<file path="src/rtl/clink_pkg.sv">
// Shared Camera Link Base definitions: clock-lane word, framer states and the
// 24-bit pixel to 4x7-bit lane mapping used by both the transmit and receive sides.
package clink_pkg;

  localparam logic [6:0] CLK_PATTERN = 7'b1100011;

  typedef enum logic [2:0] {IDLE, VBLANK, LINE, HBLANK, FRAME_END} tx_state_t;

  typedef struct packed {
    logic [6:0] x0;
    logic [6:0] x1;
    logic [6:0] x2;
    logic [6:0] x3;
  } clink_word_t;

  // Lane bit 6 is serialized first; pix is {C, B, A}.
  function automatic clink_word_t pack_base(input logic [23:0] pix, input logic lval,
                                            input logic fval, input logic dval);
    clink_word_t w;
    logic [7:0] a, b, c;
    a = pix[7:0];
    b = pix[15:8];
    c = pix[23:16];
    w.x0 = {b[0], a[5:0]};
    w.x1 = {c[1:0], b[5:1]};
    w.x2 = {dval, fval, lval, c[5:2]};
    w.x3 = {1'b0, c[7:6], b[7:6], a[7:6]};
    return w;
  endfunction

endpackage

</file>
<file path="src/rtl/clink_base_pack.sv">
// Registered lane-word stage: maps pixel plus sync flags onto the four data lanes.
module clink_base_pack
  import clink_pkg::*;
(
  input  logic        clk,
  input  logic        rst_n,
  input  logic [23:0] pix,
  input  logic        lval,
  input  logic        fval,
  input  logic        dval,
  output logic [6:0]  x0,
  output logic [6:0]  x1,
  output logic [6:0]  x2,
  output logic [6:0]  x3
);

  clink_word_t word_d, word_q;

  always_comb word_d = pack_base(pix, lval, fval, dval);

  always_ff @(posedge clk or negedge rst_n) begin
    if (!rst_n) word_q <= '0;
    else        word_q <= word_d;
  end

  assign x0 = word_q.x0;
  assign x1 = word_q.x1;
  assign x2 = word_q.x2;
  assign x3 = word_q.x3;

endmodule

</file>
<file path="src/rtl/clink_base_tx_framer.sv">
// Camera Link Base transmit framer: frame/line/blanking FSM feeding the lane packer.
module clink_base_tx_framer
  import clink_pkg::*;
#(
  parameter int unsigned DIM_W = 12
) (
  input  logic             s_axi_aclk,
  input  logic             s_axi_aresetn,
  input  logic             enable,
  input  logic [DIM_W-1:0] cfg_width,
  input  logic [DIM_W-1:0] cfg_height,
  input  logic [DIM_W-1:0] cfg_hblank,
  input  logic [DIM_W-1:0] cfg_vblank,
  input  logic [23:0]      s_pix_data,
  input  logic             s_pix_valid,
  output logic             s_pix_ready,
  output logic [6:0]       lane_clk,
  output logic [6:0]       lane_x0,
  output logic [6:0]       lane_x1,
  output logic [6:0]       lane_x2,
  output logic [6:0]       lane_x3,
  output logic             frame_busy,
  output logic [15:0]      underrun_cnt
);

  tx_state_t        state_q, state_d;
  logic [DIM_W-1:0] col_q, col_d, row_q, row_d, cnt_q, cnt_d;
  logic [DIM_W-1:0] width_last_q, width_last_d, height_last_q, height_last_d;
  logic [DIM_W-1:0] hblank_last_q, hblank_last_d, vblank_last_q, vblank_last_d;
  logic             ready_q, busy_q;
  logic [15:0]      underrun_q, underrun_d;
  logic             lval, fval, dval, load_cfg;
  logic [23:0]      pix_gated;

  // A zero config field behaves like 1.
  function automatic logic [DIM_W-1:0] last_of(input logic [DIM_W-1:0] v);
    return (v == '0) ? '0 : v - 1'b1;
  endfunction

  always_comb begin
    state_d       = state_q;
    col_d         = col_q;
    row_d         = row_q;
    cnt_d         = cnt_q;
    width_last_d  = width_last_q;
    height_last_d = height_last_q;
    hblank_last_d = hblank_last_q;
    vblank_last_d = vblank_last_q;
    lval          = 1'b0;
    fval          = 1'b0;
    dval          = 1'b0;
    load_cfg      = 1'b0;
    unique case (state_q)
      IDLE: begin
        if (enable) begin
          state_d  = VBLANK;
          load_cfg = 1'b1;
        end
      end
      VBLANK: begin
        if (cnt_q == vblank_last_q) begin
          state_d = LINE;
          col_d   = '0;
          row_d   = '0;
        end else begin
          cnt_d = cnt_q + 1'b1;
        end
      end
      LINE: begin
        fval = 1'b1;
        lval = 1'b1;
        dval = s_pix_valid;
        if (s_pix_valid) begin
          if (col_q == width_last_q) begin
            cnt_d   = '0;
            state_d = (row_q == height_last_q) ? FRAME_END : HBLANK;
          end else begin
            col_d = col_q + 1'b1;
          end
        end
      end
      HBLANK: begin
        fval = 1'b1;
        if (cnt_q == hblank_last_q) begin
          state_d = LINE;
          row_d   = row_q + 1'b1;
          col_d   = '0;
        end else begin
          cnt_d = cnt_q + 1'b1;
        end
      end
      FRAME_END: begin
        if (enable) begin
          state_d  = VBLANK;
          load_cfg = 1'b1;
        end else begin
          state_d = IDLE;
        end
      end
      default: state_d = IDLE;
    endcase
    // Config is captured only on frame entry so it stays stable for the whole frame.
    if (load_cfg) begin
      cnt_d         = '0;
      width_last_d  = last_of(cfg_width);
      height_last_d = last_of(cfg_height);
      hblank_last_d = last_of(cfg_hblank);
      vblank_last_d = last_of(cfg_vblank);
    end
  end

  always_comb begin
    underrun_d = underrun_q;
    if (state_q == LINE && !s_pix_valid && underrun_q != 16'hFFFF) begin
      underrun_d = underrun_q + 16'd1;
    end
  end

  assign pix_gated = dval ? s_pix_data : '0;

  always_ff @(posedge s_axi_aclk or negedge s_axi_aresetn) begin
    if (!s_axi_aresetn) begin
      state_q       <= IDLE;
      col_q         <= '0;
      row_q         <= '0;
      cnt_q         <= '0;
      width_last_q  <= '0;
      height_last_q <= '0;
      hblank_last_q <= '0;
      vblank_last_q <= '0;
      ready_q       <= 1'b0;
      busy_q        <= 1'b0;
      underrun_q    <= '0;
    end else begin
      state_q       <= state_d;
      col_q         <= col_d;
      row_q         <= row_d;
      cnt_q         <= cnt_d;
      width_last_q  <= width_last_d;
      height_last_q <= height_last_d;
      hblank_last_q <= hblank_last_d;
      vblank_last_q <= vblank_last_d;
      // Registered from next state so ready is high exactly while the FSM is in LINE.
      ready_q       <= (state_d == LINE);
      busy_q        <= (state_d == VBLANK) || (state_d == LINE) || (state_d == HBLANK);
      underrun_q    <= underrun_d;
    end
  end

  clink_base_pack u_pack (
    .clk   (s_axi_aclk),
    .rst_n (s_axi_aresetn),
    .pix   (pix_gated),
    .lval  (lval),
    .fval  (fval),
    .dval  (dval),
    .x0    (lane_x0),
    .x1    (lane_x1),
    .x2    (lane_x2),
    .x3    (lane_x3)
  );

  assign lane_clk     = CLK_PATTERN;
  assign s_pix_ready  = ready_q;
  assign frame_busy   = busy_q;
  assign underrun_cnt = underrun_q;

endmodule

</file>
<file path="config.mk">
export PLATFORM = sky130hd
export DESIGN_NAME = clink_base_tx_framer
export DESIGN_NICKNAME = d
export VERILOG_FILES = /design/src/rtl/clink_pkg.sv /design/src/rtl/clink_base_pack.sv /design/src/rtl/clink_base_tx_framer.sv
export SDC_FILE = /design/constraint.sdc
export NUM_CORES = 1
export LEC_CHECK = 0
export CORE_ASPECT_RATIO = 1.75
export CORE_UTILIZATION = 45
export CTS_CLUSTER_DIAMETER = 200
export DETAILED_ROUTE_END_ITERATION = 7
export GPL_TIMING_DRIVEN = 0
export PLACE_DENSITY = 0.69
export SLEW_MARGIN = 20
export SYNTH_ARGS = -nofsm -noshare
export SYNTH_HDL_FRONTEND = slang
export SYNTH_HIERARCHICAL = 1
export SYNTH_SLANG_ARGS = --single-unit
</file>
<file path="constraint.sdc">
create_clock -name s_axi_aclk -period 2.4 [get_ports s_axi_aclk]
set_clock_uncertainty 0.05 [all_clocks]
set_input_delay 0.36 -clock s_axi_aclk [delete_from_list [all_inputs] [get_ports s_axi_aclk]]
set_output_delay 0.36 -clock s_axi_aclk [all_outputs]
set_load 0.05 [all_outputs]
</file>
==> metrics.csv <==
stage,metric,value,unit
global_route,antenna_found_initial,0,
worst_setup_path,timing.critical_path.arrival,2.52,ns
worst_setup_path,setup.worst_path.start,cnt_q[6],
detailed_routing,drt_pass1_iterations,4,
cells_and_area,final-instance-count-excl-fill,1041,
sta,setup-violations-final,0,
run_status,run_status,"finished, final reports clean",
synth,synthTopCellsByArea,"dfrtp_1 (49%), xor2_1 (7.6%), xnor2_1 (5.2%)",
synth,ys_dominant_reg_cell,dfrtp_1,
cells_and_area,fin_util,60.11,%
cts,cts-htree-levels,4,
synth,syn_area_per_cell,9.636,um2
worst_setup_path,critPathMaxFanout,10,
floorplan,chipHeight,164.3,um
cells_and_area,layout-drive-gt1-share,8.741,%
floorplan,core_region_area,14760,um2
cells_and_area,layout-area-overhead-vs-synth,31.01,%
detailed_routing,route.vias.total,5669,
floorplan,initial_utilization,45.88,%
sta,finalMaxSlewViolations,0,
flow_run,cap_viol_max_count,0,
worst_setup_path,worst-endpoint-required,2.66,ns
sta,finalHoldViolCount,0,
cells_and_area,stdcell_area,8875,um2
power_and_ir_drop,pwrdens,538.7,nW/um2
global_route,grt_start_max_net_pins,104,
synth,count_of_distinct_cell_types_in_the_synthesized_netlist,55,
sta,fmaxAchievable,441.9,MHz
cells_and_area,final_net_count,930,
power_and_ir_drop,p_leak,0.004074,uW
power_and_ir_drop,ir_drop,0.4079,mV
cts,clock_tree.root_cell,clkbuf_16,
worst_setup_path,crit-reg2reg-launch,cnt_q[6],
synth,synthMostInstantiatedCell,dfrtp_1,
synth,netlist_area,6774,um2
synth,async_reset_ff_share,100.0,%
detailed_routing,post-route-drc-count,0,
detailed_routing,drt_iter0_markers,288,
sta,fin_crit,2.263,ns
placement,placedCellCount,1011,
sta,relSlewSlack,59.35,%
placement,finalWeightedCongestion,0.8924,
placement,io_buffers,119,
synth,synth-edff-count,0,
worst_setup_path,endpoint_kind,flop,
synth,synth_seq_area_share,48.76,%
cts,clock_pin_slew_reported_for_the_worst_setup_and_hold_paths_after_clock_tree_synthesis,0.05,ns
worst_setup_path,worstSetupStartpointType,flop,
floorplan,rows,59,
detailed_routing,avgRoutedWirePerCell,15.52,um
floorplan,chip_width,94.75,um
placement,dpl.hpwl,12440,um
cts,cts_tree,yes,
global_route,first_global_vias,5643,
sta,unrepaired_setup_endpoints_after_global_routing,yes,
placement,placed_area,8245,um2
synth,synth_cells,703,
synth,synth.yosys.warnings,6,
floorplan,die-area,15570,um2
synth,synth_top_area_share,48.76,%
global_route,overflow,0,
power_and_ir_drop,total_power,4781,uW
global_route,grt_first_pass_wirelength,26200,um
sta,hold_ws,0.3372,ns
cts,clkLatencyLatePin,0.41,ns
cts,clock-sinks,132,
sta,final.period_utilization,94.29,%
synth,ys_ff_latch,132,
worst_setup_path,timing.setup.critical_path_class,flop to flop,
synth,leading_area_contributor_after_synthesis,dfrtp_1,
synth,synth.top_cells.by_count,"dfrtp_1 (132), nand2_1 (88), xor2_1 (59), o21ai_0 (49), nor2_1 (44)",
global_route,track_usage,21.83,%
hold_path,timing.hold.worst.class,primary input to async pin,
detailed_routing,drtAntennaViolNets,0,
sta,actual_transition_at_the_worst_max_transition_pin,0.6086,ns
cts,cts_made_buffers,17,
cells_and_area,antenna_cells_inserted,0,
floorplan,ports,129,
detailed_routing,finalWirelength,16160,um
cts,clock_path_buffers,2,
detailed_routing,drt-vias-per-instance,5.446,
## layer usage
metal	share of wire, %	wire [um]	vias up	GRT usage (%)
met5	0	0	-	0
met4	2.0	331	0	9.022
met3	4.2	672	33	4.028
met2	57	9256	180	42.32
met1	36	5894	2721	22.04
li1	-	-	2735	-
## sequential cells by signal (all words and copies together) (netlist names)
register       cells
row_q             12
underrun_cnt      16
height_last_q     12
u_pack/x1          7
hblank_last_q     12
width_last_q      12
u_pack/x3          6
s_pix_ready        1
state_q            3
u_pack/x0          7
u_pack/x2          7
cnt_q             12
vblank_last_q     12
col_q             12
frame_busy         1
## cell usage in the layout (no fill, tap or decap), drive strengths merged, types with 11 or more instances in the layout
cell,Yosys,final
and3,34,34
clkdlybuf4s50,0,118
xor2,59,59
o21ai,50,50
nand4,18,18
xnor2,40,40
clkbuf,21,34
nor3,20,20
inv,21,21
nor4,17,17
nand3,24,24
nand2,88,88
clkinv,0,11
nor2,44,44
a21oi,23,23
dfrtp,132,132
buf,15,19
## final timing paths
path | end | slack [ns] | cells after the start
setup / recovery | cnt_q[11] | 0.14 | 7
hold / removal | vblank_last_q[9] | 0.34 | 2
setup reg to reg | cnt_q[11] | 0.14 | 7
hold reg to reg | width_last_q[4] | 0.45 | 2
max in group asynchronous | row_q[10] | 1.21 | 3
min in group s_axi_aclk | u_pack/x0[0] | 0.40 | 2
## worst max-delay path, stage by stage (launching register included)
cell	delay, ns
dfrtp_1	0.54
xor2_1	0.21
nor3_1	0.08
and4_1	0.19
a211oi_2	0.50
buf_2	0.34
nand3_1	0.12
o211ai_1	0.13
## timing repair
action	in CTS	in global routing
pin swaps	0	3
resized for setup	9	12
setup buffers	0	3
hold endpoints to repair	29	0
setup endpoints to repair	29	48
hold buffers	1	0
## power by group
group	leakage, uW	internal, uW	switching, uW	total, uW
Clock	0.000254	1300	938	2240
Combinational	0.00205	157	159	316
Sequential	0.00177	2230	0	2230
Total	0.00407	3680	1100	4780
## layout make-up
| type | instances | area (um2) |
|---|---|---|
| plain buffers | 31 | 157.7 |
| well taps | 183 | 229.0 |
| multi-input cells | 519 | 3329 |
| flip-flops and latches | 132 | 3306 |
| clock inverters | 14 | 92.59 |
| inverters | 21 | 78.83 |
| repair buffers | 124 | 1256 |
| clock buffers | 17 | 425.4 |
| fillers | 1328 | 5889 |
## logic make-up (layout without fill, tap and decap cells)
| kind of cell | Yosys count | in the layout | share of synthesized area [%] |
|---|---|---|---|
| fa+ha+maj | 8 | 8 | 1.478 |
| mux | 9 | 9 | 1.367 |
| flops | 132 | 132 | 48.76 |
| simple gates | 274 | 274 | 20.23 |
| buf+inv | 57 | 207 | 3.713 |
| other cells | 3 | 8 | 0.1662 |
| compound gates | 121 | 121 | 11.49 |
| xor+xnor | 99 | 99 | 12.80 |
## through the flow
step | worst slack, ns | TNS (ns)
6_report | 0.1370 | 0
5_1_grt | -0.04269 | -0.05306
4_1_cts | 0.05149 | 0
3_5_place_dp | -0.3408 | -11.31
3_3_place_gp | -4.063 | -542.94
2_1_floorplan | 0.1738 | 0
Power figures use the tool's default switching activity.
